$ cat src/rtl/aes_stream_ctrl_pkg.sv
// Shared types and constants for the AES byte-stream controller.
package aes_stream_ctrl_pkg;

  localparam int unsigned AES_BLK_W = 128;
  localparam int unsigned AES_BYTES = 16;

  typedef enum logic [1:0] {
    StFill  = 2'd0,
    StStart = 2'd1,
    StWait  = 2'd2,
    StDrain = 2'd3
  } state_e;

  // Byte 0 is the most significant byte of the block.
  function automatic logic [7:0] blk_byte(input logic [AES_BLK_W-1:0] blk,
                                          input logic [3:0]           idx);
    logic [6:0] lo;
    lo = {~idx, 3'b000};
    return blk[lo +: 8];
  endfunction

endpackage

$ cat src/rtl/aes_stream_ctrl_if.sv
// Host byte stream, key load and AES core handshake bundle.
interface aes_stream_ctrl_if;
  import aes_stream_ctrl_pkg::*;

  logic                 i_fKeyLoad;
  logic [AES_BLK_W-1:0] i_Key;
  logic                 i_fDec;
  logic                 o_fKeyRdy;
  logic [7:0]           i_InByte;
  logic                 i_fInVld;
  logic                 o_fInRdy;
  logic [7:0]           o_OutByte;
  logic                 o_fOutVld;
  logic                 i_fOutRdy;
  logic                 o_fErr;
  logic                 o_fStart;
  logic                 o_fDec;
  logic [AES_BLK_W-1:0] o_Text;
  logic [AES_BLK_W-1:0] o_Key;
  logic [AES_BLK_W-1:0] i_CoreData;
  logic                 i_fCoreDone;

  modport master (
    input  i_fKeyLoad, i_Key, i_fDec, i_InByte, i_fInVld, i_fOutRdy, i_CoreData, i_fCoreDone,
    output o_fKeyRdy, o_fInRdy, o_OutByte, o_fOutVld, o_fErr, o_fStart, o_fDec, o_Text, o_Key
  );

  modport slave (
    output i_fKeyLoad, i_Key, i_fDec, i_InByte, i_fInVld, i_fOutRdy, i_CoreData, i_fCoreDone,
    input  o_fKeyRdy, o_fInRdy, o_OutByte, o_fOutVld, o_fErr, o_fStart, o_fDec, o_Text, o_Key
  );

endinterface

$ cat src/rtl/aes_byte_serdes.sv
// 128-bit block register with byte shift-in, parallel load and a byte index counter.
module aes_byte_serdes
  import aes_stream_ctrl_pkg::*;
#(
  parameter int unsigned CNT_W = 4
) (
  input  logic                 i_Clk,
  input  logic                 i_Rst,
  input  logic                 i_fClr,
  input  logic                 i_fShift,
  input  logic [7:0]           i_Byte,
  input  logic                 i_fLoad,
  input  logic [AES_BLK_W-1:0] i_Blk,
  input  logic                 i_fAdv,
  output logic [AES_BLK_W-1:0] o_Blk,
  output logic [CNT_W-1:0]     o_Cnt
);

  logic [AES_BLK_W-1:0] r_blk;
  logic [CNT_W-1:0]     r_cnt;

  always_ff @(posedge i_Clk or negedge i_Rst) begin
    if (!i_Rst) begin
      r_blk <= '0;
      r_cnt <= '0;
    end else begin
      if (i_fLoad) begin
        r_blk <= i_Blk;
        r_cnt <= '0;
      end else if (i_fShift) begin
        r_blk <= {r_blk[AES_BLK_W-9:0], i_Byte};
        r_cnt <= r_cnt + CNT_W'(1);
      end else if (i_fAdv) begin
        r_cnt <= r_cnt + CNT_W'(1);
      end
      if (i_fClr) begin
        r_cnt <= '0;
      end
    end
  end

  assign o_Blk = r_blk;
  assign o_Cnt = r_cnt;

endmodule

$ cat src/rtl/aes_stream_ctrl.sv
// Host-side initiator for the iterative AES-128 core: gathers 16 bytes, runs the core
// once, and streams the 16 result bytes back out. Key and mode persist across blocks.
module aes_stream_ctrl
  import aes_stream_ctrl_pkg::*;
#(
  parameter int unsigned WAIT_MAX = 63,
  parameter int unsigned CNT_W    = 4
) (
  input logic               i_Clk,
  input logic               i_Rst,
  aes_stream_ctrl_if.master io_Bus
);

  localparam int unsigned WaitW = $clog2(WAIT_MAX + 1);

  state_e               r_state;
  logic [WaitW-1:0]     r_wait;
  logic                 r_fInRdy;
  logic                 r_fKeyRdy;
  logic                 r_fStart;
  logic                 r_fOutVld;
  logic                 r_fErr;
  logic                 r_fDec;
  logic [AES_BLK_W-1:0] r_Key;

  logic                 w_fInAcc;
  logic                 w_fKeyAcc;
  logic                 w_fOutHs;
  logic                 w_fDone;
  logic                 w_fTimeout;
  logic                 w_fInLast;
  logic                 w_fOutLast;
  logic [AES_BLK_W-1:0] w_InBlk;
  logic [AES_BLK_W-1:0] w_OutBlk;
  logic [CNT_W-1:0]     w_InCnt;
  logic [CNT_W-1:0]     w_OutCnt;

  assign w_fInAcc   = io_Bus.i_fInVld & r_fInRdy;
  assign w_fKeyAcc  = io_Bus.i_fKeyLoad & r_fKeyRdy;
  assign w_fOutHs   = r_fOutVld & io_Bus.i_fOutRdy;
  // Core done is only meaningful while a block is outstanding.
  assign w_fDone    = (r_state == StWait) & io_Bus.i_fCoreDone;
  assign w_fTimeout = (r_state == StWait) & ~io_Bus.i_fCoreDone &
                      (r_wait == WaitW'(WAIT_MAX - 1));
  assign w_fInLast  = (w_InCnt == CNT_W'(AES_BYTES - 1));
  assign w_fOutLast = (w_OutCnt == CNT_W'(AES_BYTES - 1));

  aes_byte_serdes #(
    .CNT_W (CNT_W)
  ) u_in_serdes (
    .i_Clk   (i_Clk),
    .i_Rst   (i_Rst),
    .i_fClr  (w_fTimeout),
    .i_fShift(w_fInAcc),
    .i_Byte  (io_Bus.i_InByte),
    .i_fLoad (1'b0),
    .i_Blk   ('0),
    .i_fAdv  (1'b0),
    .o_Blk   (w_InBlk),
    .o_Cnt   (w_InCnt)
  );

  aes_byte_serdes #(
    .CNT_W (CNT_W)
  ) u_out_serdes (
    .i_Clk   (i_Clk),
    .i_Rst   (i_Rst),
    .i_fClr  (1'b0),
    .i_fShift(1'b0),
    .i_Byte  (8'h00),
    .i_fLoad (w_fDone),
    .i_Blk   (io_Bus.i_CoreData),
    .i_fAdv  (w_fOutHs),
    .o_Blk   (w_OutBlk),
    .o_Cnt   (w_OutCnt)
  );

  always_ff @(posedge i_Clk or negedge i_Rst) begin
    if (!i_Rst) begin
      r_state   <= StFill;
      r_wait    <= '0;
      r_fInRdy  <= 1'b1;
      r_fKeyRdy <= 1'b1;
      r_fStart  <= 1'b0;
      r_fOutVld <= 1'b0;
      r_fErr    <= 1'b0;
      r_fDec    <= 1'b0;
      r_Key     <= '0;
    end else begin
      if (w_fKeyAcc) begin
        r_Key  <= io_Bus.i_Key;
        r_fDec <= io_Bus.i_fDec;
      end
      case (r_state)
        StFill: begin
          if (w_fInAcc) begin
            r_fKeyRdy <= 1'b0;
            if (w_fInLast) begin
              r_state  <= StStart;
              r_fInRdy <= 1'b0;
              r_fStart <= 1'b1;
            end
          end
        end
        StStart: begin
          r_fStart <= 1'b0;
          r_wait   <= '0;
          r_state  <= StWait;
        end
        StWait: begin
          r_wait <= r_wait + WaitW'(1);
          if (w_fDone) begin
            r_state   <= StDrain;
            r_fOutVld <= 1'b1;
          end else if (w_fTimeout) begin
            r_fErr    <= 1'b1;
            r_state   <= StFill;
            r_fInRdy  <= 1'b1;
            r_fKeyRdy <= 1'b1;
          end
        end
        StDrain: begin
          if (w_fOutHs && w_fOutLast) begin
            r_fOutVld <= 1'b0;
            r_state   <= StFill;
            r_fInRdy  <= 1'b1;
            r_fKeyRdy <= 1'b1;
          end
        end
        default: r_state <= StFill;
      endcase
    end
  end

  assign io_Bus.o_fKeyRdy = r_fKeyRdy;
  assign io_Bus.o_fInRdy  = r_fInRdy;
  assign io_Bus.o_OutByte = blk_byte(w_OutBlk, w_OutCnt);
  assign io_Bus.o_fOutVld = r_fOutVld;
  assign io_Bus.o_fErr    = r_fErr;
  assign io_Bus.o_fStart  = r_fStart;
  assign io_Bus.o_fDec    = r_fDec;
  assign io_Bus.o_Text    = w_InBlk;
  assign io_Bus.o_Key     = r_Key;

endmodule

$ cat src/flat_wrapper.sv
// flat-port wrapper written by rule: the top's interface ports become plain ports
module aes_stream_ctrl_flat import aes_stream_ctrl_pkg::*;
#(
  parameter int unsigned WAIT_MAX = 63,
  parameter int unsigned CNT_W    = 4
)
  (i_Clk, i_Rst, io_Bus_i_fKeyLoad, io_Bus_i_Key, io_Bus_i_fDec, io_Bus_i_InByte, io_Bus_i_fInVld, io_Bus_i_fOutRdy, io_Bus_i_CoreData, io_Bus_i_fCoreDone, io_Bus_o_fKeyRdy, io_Bus_o_fInRdy, io_Bus_o_OutByte, io_Bus_o_fOutVld, io_Bus_o_fErr, io_Bus_o_fStart, io_Bus_o_fDec, io_Bus_o_Text, io_Bus_o_Key);
  aes_stream_ctrl_if io_Bus_i ();
  input logic i_Clk;
  input logic i_Rst;
  input wire logic [$bits(io_Bus_i.i_fKeyLoad)-1:0] io_Bus_i_fKeyLoad;
  input wire logic [$bits(io_Bus_i.i_Key)-1:0] io_Bus_i_Key;
  input wire logic [$bits(io_Bus_i.i_fDec)-1:0] io_Bus_i_fDec;
  input wire logic [$bits(io_Bus_i.i_InByte)-1:0] io_Bus_i_InByte;
  input wire logic [$bits(io_Bus_i.i_fInVld)-1:0] io_Bus_i_fInVld;
  input wire logic [$bits(io_Bus_i.i_fOutRdy)-1:0] io_Bus_i_fOutRdy;
  input wire logic [$bits(io_Bus_i.i_CoreData)-1:0] io_Bus_i_CoreData;
  input wire logic [$bits(io_Bus_i.i_fCoreDone)-1:0] io_Bus_i_fCoreDone;
  output wire logic [$bits(io_Bus_i.o_fKeyRdy)-1:0] io_Bus_o_fKeyRdy;
  output wire logic [$bits(io_Bus_i.o_fInRdy)-1:0] io_Bus_o_fInRdy;
  output wire logic [$bits(io_Bus_i.o_OutByte)-1:0] io_Bus_o_OutByte;
  output wire logic [$bits(io_Bus_i.o_fOutVld)-1:0] io_Bus_o_fOutVld;
  output wire logic [$bits(io_Bus_i.o_fErr)-1:0] io_Bus_o_fErr;
  output wire logic [$bits(io_Bus_i.o_fStart)-1:0] io_Bus_o_fStart;
  output wire logic [$bits(io_Bus_i.o_fDec)-1:0] io_Bus_o_fDec;
  output wire logic [$bits(io_Bus_i.o_Text)-1:0] io_Bus_o_Text;
  output wire logic [$bits(io_Bus_i.o_Key)-1:0] io_Bus_o_Key;
  assign io_Bus_i.i_fKeyLoad = io_Bus_i_fKeyLoad;
  assign io_Bus_i.i_Key = io_Bus_i_Key;
  assign io_Bus_i.i_fDec = io_Bus_i_fDec;
  assign io_Bus_i.i_InByte = io_Bus_i_InByte;
  assign io_Bus_i.i_fInVld = io_Bus_i_fInVld;
  assign io_Bus_i.i_fOutRdy = io_Bus_i_fOutRdy;
  assign io_Bus_i.i_CoreData = io_Bus_i_CoreData;
  assign io_Bus_i.i_fCoreDone = io_Bus_i_fCoreDone;
  assign io_Bus_o_fKeyRdy = io_Bus_i.o_fKeyRdy;
  assign io_Bus_o_fInRdy = io_Bus_i.o_fInRdy;
  assign io_Bus_o_OutByte = io_Bus_i.o_OutByte;
  assign io_Bus_o_fOutVld = io_Bus_i.o_fOutVld;
  assign io_Bus_o_fErr = io_Bus_i.o_fErr;
  assign io_Bus_o_fStart = io_Bus_i.o_fStart;
  assign io_Bus_o_fDec = io_Bus_i.o_fDec;
  assign io_Bus_o_Text = io_Bus_i.o_Text;
  assign io_Bus_o_Key = io_Bus_i.o_Key;
  aes_stream_ctrl #(.WAIT_MAX(WAIT_MAX), .CNT_W(CNT_W)) u_core (.i_Clk(i_Clk), .i_Rst(i_Rst), .io_Bus(io_Bus_i));
endmodule
$ cat config.mk
export PLATFORM = sky130hd
export DESIGN_NAME = aes_stream_ctrl_flat
export DESIGN_NICKNAME = d
export VERILOG_FILES = /design/src/rtl/aes_stream_ctrl_pkg.sv /design/src/rtl/aes_stream_ctrl_if.sv /design/src/rtl/aes_byte_serdes.sv /design/src/rtl/aes_stream_ctrl.sv /design/src/flat_wrapper.sv
export SDC_FILE = /design/constraint.sdc
export NUM_CORES = 1
export LEC_CHECK = 0
export ABC_AREA = 0
export CAP_MARGIN = 15
export CELL_PAD_IN_SITES_DETAIL_PLACEMENT = 1
export CELL_PAD_IN_SITES_GLOBAL_PLACEMENT = 2
export CORE_ASPECT_RATIO = 0.6
export CORE_UTILIZATION = 33
export DETAILED_ROUTE_END_ITERATION = 10
export GPL_TIMING_DRIVEN = 0
export HOLD_SLACK_MARGIN = 0.06
export PLACE_DENSITY = 0.95
export SLEW_MARGIN = 20
export SYNTH_ARGS = -nofsm -noshare
export SYNTH_HDL_FRONTEND = slang
export SYNTH_HIERARCHICAL = 1
export SYNTH_SLANG_ARGS = --single-unit
$ cat constraint.sdc
create_clock -name i_Clk -period 5.9 [get_ports i_Clk]
set_input_delay 1.77 -clock i_Clk [delete_from_list [all_inputs] [get_ports i_Clk]]
set_output_delay 1.77 -clock i_Clk [all_outputs]
set_load 0.01 [all_outputs]
## Word level (Yosys, flattened, before mapping)

Index checks and enable logic that the tools add are counted.
W data, S select, Z words.

| storage, ports and cells | value |
|---|---|
| register bits after elaboration | 406 |
| input bits | 271 |
| output and inout port bits | 270 |
| word-level logic and storage cells | 78 |

| cells by class | value |
|---|---|
| $add $sub $neg | 3 |
| eq/ne operators | 13 |
| shift-type cells | 1 |
| muxes and demuxes | 25 |
| bitwise gates (word level) | 9 |
| reduce and logical (&&, ||, !) cells | 14 |

Operator list:

| operator | number |
|---|---|
| $shiftx A128 B8 Y8 | 1 |
| $mux W4 | 4 |
| $pmux W6 S2 | 1 |
| $mux W1 | 10 |
| $mux W2 | 5 |
| $reduce_bool A2 Y1 | 5 |
| $reduce_and A3 Y1 | 3 |
| $add A4 B1 Y4 const B | 2 |
| $eq A4 B4 Y1 const B | 2 |
| $ne A2 B2 Y1 const B | 4 |
| $pmux W2 S4 | 1 |
| $add A6 B1 Y6 const B | 1 |
| $and A1 B1 Y1 | 6 |
| $eq A6 B6 Y1 const B | 1 |
| $pmux W1 S3 | 2 |
| $reduce_and A6 Y1 | 1 |
| $reduce_and A5 Y1 | 1 |
| $eq A2 B2 Y1 const B | 2 |
| $ne A2 B1 Y1 const B | 2 |
| $not A4 Y4 | 1 |
| $pmux W1 S2 | 2 |
| $reduce_and A4 Y1 | 1 |
| $ne A3 B3 Y1 const B | 1 |
| $reduce_bool A3 Y1 | 1 |
| 4 further kinds | 5 |

## Longest topological paths before layout

| depth | value |
|---|---|
| depth in word-level cells | 6 |
| gate-level depth with buffers | 8 |
| mapped depth without buffers | 6 |

## Modules after synthesis

The synthesis kept the hierarchy.

Modules (own cells, without submodules):

| module | instances | cells each | area an instance (sq um) | seq. area each (sq um) |
|---|---|---|---|---|
| aes_byte_serdes | 2 | 572 | 6,142.1 | 3,303.2 |
| aes_stream_ctrl | 1 | 435 | 6,632.6 | 3,555.9 |

## Worst setup path before layout

No wires, ideal clock.

| timing | value |
|---|---|
| kind | register to output |
| start point | register u_core.u_out_serdes.r_cnt[0], in the netlist u_core/u_out_serdes/o_Cnt[0] |
| end point | output port io_Bus_o_OutByte[6] |
| arrival | 1.575 ns |
| required time | 4.130 ns |
| path slack | 2.555 ns |
| stages on the path, launching flop included | 7 |
| path buffers | 3 |
| path through | dfrtp_1 > buf_6 > buf_12 > buf_6 > mux4_2 > mux2i_1 > a21oi_1 |

| on the way | value |
|---|---|
| cells in the longest elaborated chain, start to end | 2 |

Ends and longest elaborated chain:

| what | line | text |
|---|---|---|
| from (decl) | aes_byte_serdes.sv:20 | `logic [CNT_W-1:0] r_cnt;` |
| from (signal assigned) | aes_byte_serdes.sv:32 | `r_cnt <= r_cnt + CNT_W'(1);` |
| from (signal assigned) | aes_byte_serdes.sv:34 | `r_cnt <= r_cnt + CNT_W'(1);` |
| $not A4 Y4 | aes_stream_ctrl_pkg.sv:18 | `lo = {~idx, 3'b000};` |
| $shiftx A128 B8 Y8 | aes_stream_ctrl_pkg.sv:19 | `return blk[lo +: 8];` |
| to (decl) | flat_wrapper.sv:21 | `output wire logic [$bits(io_Bus_i.o_OutByte)-1:0] io_Bus_o_OutByte;` |

No other way between the ends.

## Final worst setup path

| timing | value |
|---|---|
| start point | register u_core.u_out_serdes.r_cnt[0], in the netlist u_core/u_out_serdes/o_Cnt[0] |
| end point | output port io_Bus_o_OutByte[1] |

The elaborated chain is that of the path after synthesis.

==> flow_metrics.py <==
metrics = {
    "layout": {
        "utilization": 0.487,
        "fill_cells": 5947,
        "final_cells": 3105,
        "syn_to_final_growth_pct": 44.8,
        "final_net_count": 2592,
        "drive_above_1_share": 0.138,
    },
    "routing": {
        "via_per_inst": 5.02,
        "detail-route-antenna-nets": 0,
        "vias": 15600,
        "drt_iter0_drc": 930,
        "drc": 0,
        "wirelength_um": 75800,
        "wl_per_cell_um": 24.4,
        "dr.pass1.iters": 5,
    },
    "timing": {
        "final.period_utilization": 0.812,
        "slew_headroom": 0.577,
        "final.setup_skew_ns": 0.0231,
        "hold_viol_final": 0,
        "worst_slew_pin_slew_ns": 0.630,
        "finalCriticalPeriod_ns": 4.79,
        "setup_viol": 0,
        "slew_viol_final": 0,
        "fmax_mhz": 209,
        "setup_slack_ns": 1.11,
        "rsz0062_at_grt": "no",
    },
    "critical_path": {
        "r2r-end": "u_core/u_out_serdes/o_Blk[95]$_DFFE_PN0P_",
        "worstSetupPathType": "flop to output pin",
        "end_kind": "output pin",
        "reg2reg_depth": 8,
        "rr_startpoint": "u_core/r_state[0]$_DFFE_PN0P_",
        "worstPathRequired_ns": 4.13,
        "ff2ff_setup_slack_ns": 3.53,
        "path_max_fanout": 10,
        "critical_path_arrival_ns": 3.02,
        "cp-start-kind": "flop",
    },
    "min_path": {
        "min_from": "u_core/io_Bus.o_fErr$_DFFE_PN0P_",
        "holdPathEnd": "u_core/io_Bus.o_fErr$_DFFE_PN0P_",
        "min_path_type": "flop to flop",
        "whs_path_depth": 1,
    },
    "logic_synthesis": {
        "yosys_register_bits": 406,
        "synthCells": 1579,
        "synth_compound_gate_area_share": 0.0829,
        "synth_top_family_by_area": "multiplexers",
        "synth_xor_area_frac": 0.00324,
        "async_flop_share": 1.00,
        "seq_area_frac_synth": 0.537,
        "synth-simple-area-share": 0.0643,
        "synth_area_um2": 18900,
        "synth.distinct_cells": 45,
        "synth_mux_area_frac": 0.258,
        "synth_edf_count": 0,
        "yosysWarnings": 6,
        "synth_area_per_cell_um2": 12.0,
        "synthAdderAreaFrac": 0.00595,
        "synth_ff_type": "dfrtp_1",
    },
    "pwr": {
        "cellPowerDensity_nw_per_um2": 468,
        "seq_power_share": 0.379,
        "p_comb_frac": 0.399,
        "sw_frac_of_total": 0.359,
        "pwr-share-clk": 0.222,
        "p_leak_nw": 11.5,
        "vdd_drop_max_mv": 0.272,
        "internal-power_w": 0.00823,
        "p_switching_w": 0.00460,
    },
    "cts": {
        "cts_resized": 0,
        "cts_root_buffer": "clkbuf_16",
        "clk_pin_slew_ns": 0.06,
        "cts_tree": "done",
        "htree_levels": 2,
        "holdBufCountCts": 0,
        "clkLatencyLatePin_ns": 0.57,
        "clock-sinks": 406,
        "post_cts_buffers": 0,
        "numCtsBuffers": 43,
        "clock_path_buffers": 3,
    },
    "die": {
        "die_y_um": 187,
        "die-area_um2": 58300,
        "initial_core_util": 0.336,
        "rows": 67,
        "pin_count": 541,
        "die_x_um": 311,
        "coreArea_um2": 56300,
    },
    "placed_design": {
        "post-place-ws_ns": 1.72,
        "dpl.hpwl_um": 58500,
        "gp_congestion": 0.997,
        "io_buffers": 540,
        "dpl.cell_count": 3026,
    },
    "run_status": {
        "status": "finished clean",
    },
    "run": {
        "cap_violations": 0,
    },
    "global_routing": {
        "grt_busiest_layer": "met2",
        "grt.met1_usage": 0.361,
        "antenna_found_initial": 3,
        "overflow": 0,
        "grt_use_total": 0.257,
        "met2_usage": 0.400,
        "grt_pass1_wl_um": 114000,
        "grt_pass1_vias": 17300,
        "met3_usage": 0.0675,
        "grt_max_degree": 95,
    },
}
## worst max-delay path: stages (launching register included)
cell             delay, ns
dfrtp_1               0.45
buf_6                 0.17
buf_12                0.15
mux4_1                0.63
a211oi_1              0.39
a21oi_1               0.13
clkdlybuf4s50_1       0.52
## cell usage after synthesis (all sizes together) (4+ instances only)
cell,instances,area share
dfrtp,404,0.53
mux2i,268,0.14
o21ai,268,0.071
nand2,262,0.052
mux2,129,0.077
buf,84,0.039
clkbuf,32,0.0066
mux4,32,0.039
a21oi,12,0.0032
inv,11,0.0022
nor3,10,0.0026
ha,9,0.0060
nor2b,9,0.0030
a211oi,8,0.0042
xor2,7,0.0032
nor2,5,0.0018
nand3,4,0.0011
## logic make-up after synthesis
family / after synthesis
flip-flops: 406
other: 1
multiplexers: 429
buffers and inverters: 127
XOR/XNOR: 7
AO/OA/AOI/OAI: 299
adder cells (fa/ha/maj): 9
AND/OR/NAND/NOR: 301
## cell usage in the layout, fill, tap and decap left out, types with 3 or more instances in the layout
cell type | synthesis | final
clkbuf_1 | 30 | 37
buf_12 | 3 | 3
inv_1 | 11 | 11
clkbuf_16 | 0 | 44
mux2i_1 | 268 | 268
nand4_1 | 3 | 3
clkbuf_8 | 0 | 8
buf_2 | 46 | 46
nand2_1 | 262 | 262
diode_2 | 0 | 3
buf_8 | 22 | 23
xor2_1 | 7 | 7
mux4_2 | 25 | 25
conb_1 | 1 | 145
nor3_1 | 10 | 10
bufinv_16 | 0 | 4
a211oi_1 | 4 | 4
ha_1 | 9 | 9
o21ai_1 | 201 | 201
nor2b_1 | 9 | 9
mux2_2 | 129 | 129
buf_6 | 7 | 7
clkinv_2 | 0 | 7
mux4_1 | 7 | 7
a211oi_2 | 4 | 4
o21ai_0 | 67 | 67
a21oi_1 | 12 | 12
clkdlybuf4s50_1 | 0 | 539
nor2_1 | 3 | 3
dfrtp_1 | 404 | 404
nand3_1 | 4 | 4
buf_16 | 0 | 4
buf_4 | 6 | 6
## area by class of cell
| cell class | instances | area (µm²) | share of cell area |
|---|---|---|---|
| diodes | 3 | 7.51 | 0.000274 |
| plain buffers | 116 | 870 | 0.0318 |
| clock buffers | 59 | 1240 | 0.0452 |
| clock inverters | 17 | 213 | 0.00777 |
| inverters | 11 | 41.3 | 0.00151 |
| multi-input cells | 1190 | 8380 | 0.306 |
| flip-flops and latches | 406 | 10200 | 0.371 |
| well taps | 759 | 950 | 0.0347 |
| repair buffers | 544 | 5520 | 0.202 |
## power groups by stage
stage	registers [W]	logic [W]	clock network [W]
after floorplan	0.00474	0.00234	0
after global placement	0.00476	0.00486	0
after detailed placement	0.00483	0.00505	0
after CTS	0.00482	0.00510	0.00291
after global routing	0.00495	0.00544	0.00301
final	0.00486	0.00512	0.00285
## how the worst max path moves through the flow
stage	cells past startpoint	slack [ns]	startpoint	end
4_1_cts	6	1.10	u_core/u_out_serdes/o_Cnt[0]$_DFFE_PN0P_	io_Bus_o_OutByte[0]
2_1_floorplan	6	2.55	u_core/u_out_serdes/o_Cnt[0]$_DFFE_PN0P_	io_Bus_o_OutByte[6]
6_report	6	1.11	u_core/u_out_serdes/o_Cnt[0]$_DFFE_PN0P_	io_Bus_o_OutByte[1]
5_1_grt	6	1.01	u_core/u_out_serdes/o_Cnt[0]$_DFFE_PN0P_	io_Bus_o_OutByte[0]
3_3_place_gp	1	-15.09	i_Rst	u_core/io_Bus.o_Key[111]$_DFFE_PN0P_
3_5_place_dp	6	1.72	u_core/u_out_serdes/o_Cnt[0]$_DFFE_PN0P_	io_Bus_o_OutByte[0]
## layer usage
metal,wire length [µm],part of all wire
met1,34500,0.46
met2,34500,0.45
met3,5480,0.072
met4,1350,0.018
met5,0,0
## sequential cells by signal (all words and copies together), names as in the netlist
register                   flops
u_core/io_Bus.o_fOutVld        1
u_core/io_Bus.o_fDec           1
u_core/r_state                 2
u_core/u_in_serdes/o_Cnt       4
u_core/u_in_serdes/o_Blk     128
u_core/u_out_serdes/o_Cnt      4
u_core/r_wait                  6
u_core/io_Bus.o_fStart         1
u_core/io_Bus.o_fKeyRdy        1
u_core/io_Bus.o_Key          128
u_core/io_Bus.o_fErr           1
u_core/u_out_serdes/o_Blk    128
u_core/io_Bus.o_fInRdy         1
## metrics by stage
stage                     area (µm²)  total power, W  hold slack (ns)  TNS (ns)
final                          27400          0.0128            0.495         0
after global routing           27400          0.0134            0.520         0
after CTS                      27400          0.0128            0.497         0
after detailed placement       25900         0.00987            0.483         0
after global placement         25800         0.00962            0.457  -6088.53
after floorplan                19500         0.00708            0.512         0
No activity file was read; power rests on OpenSTA's default activity.
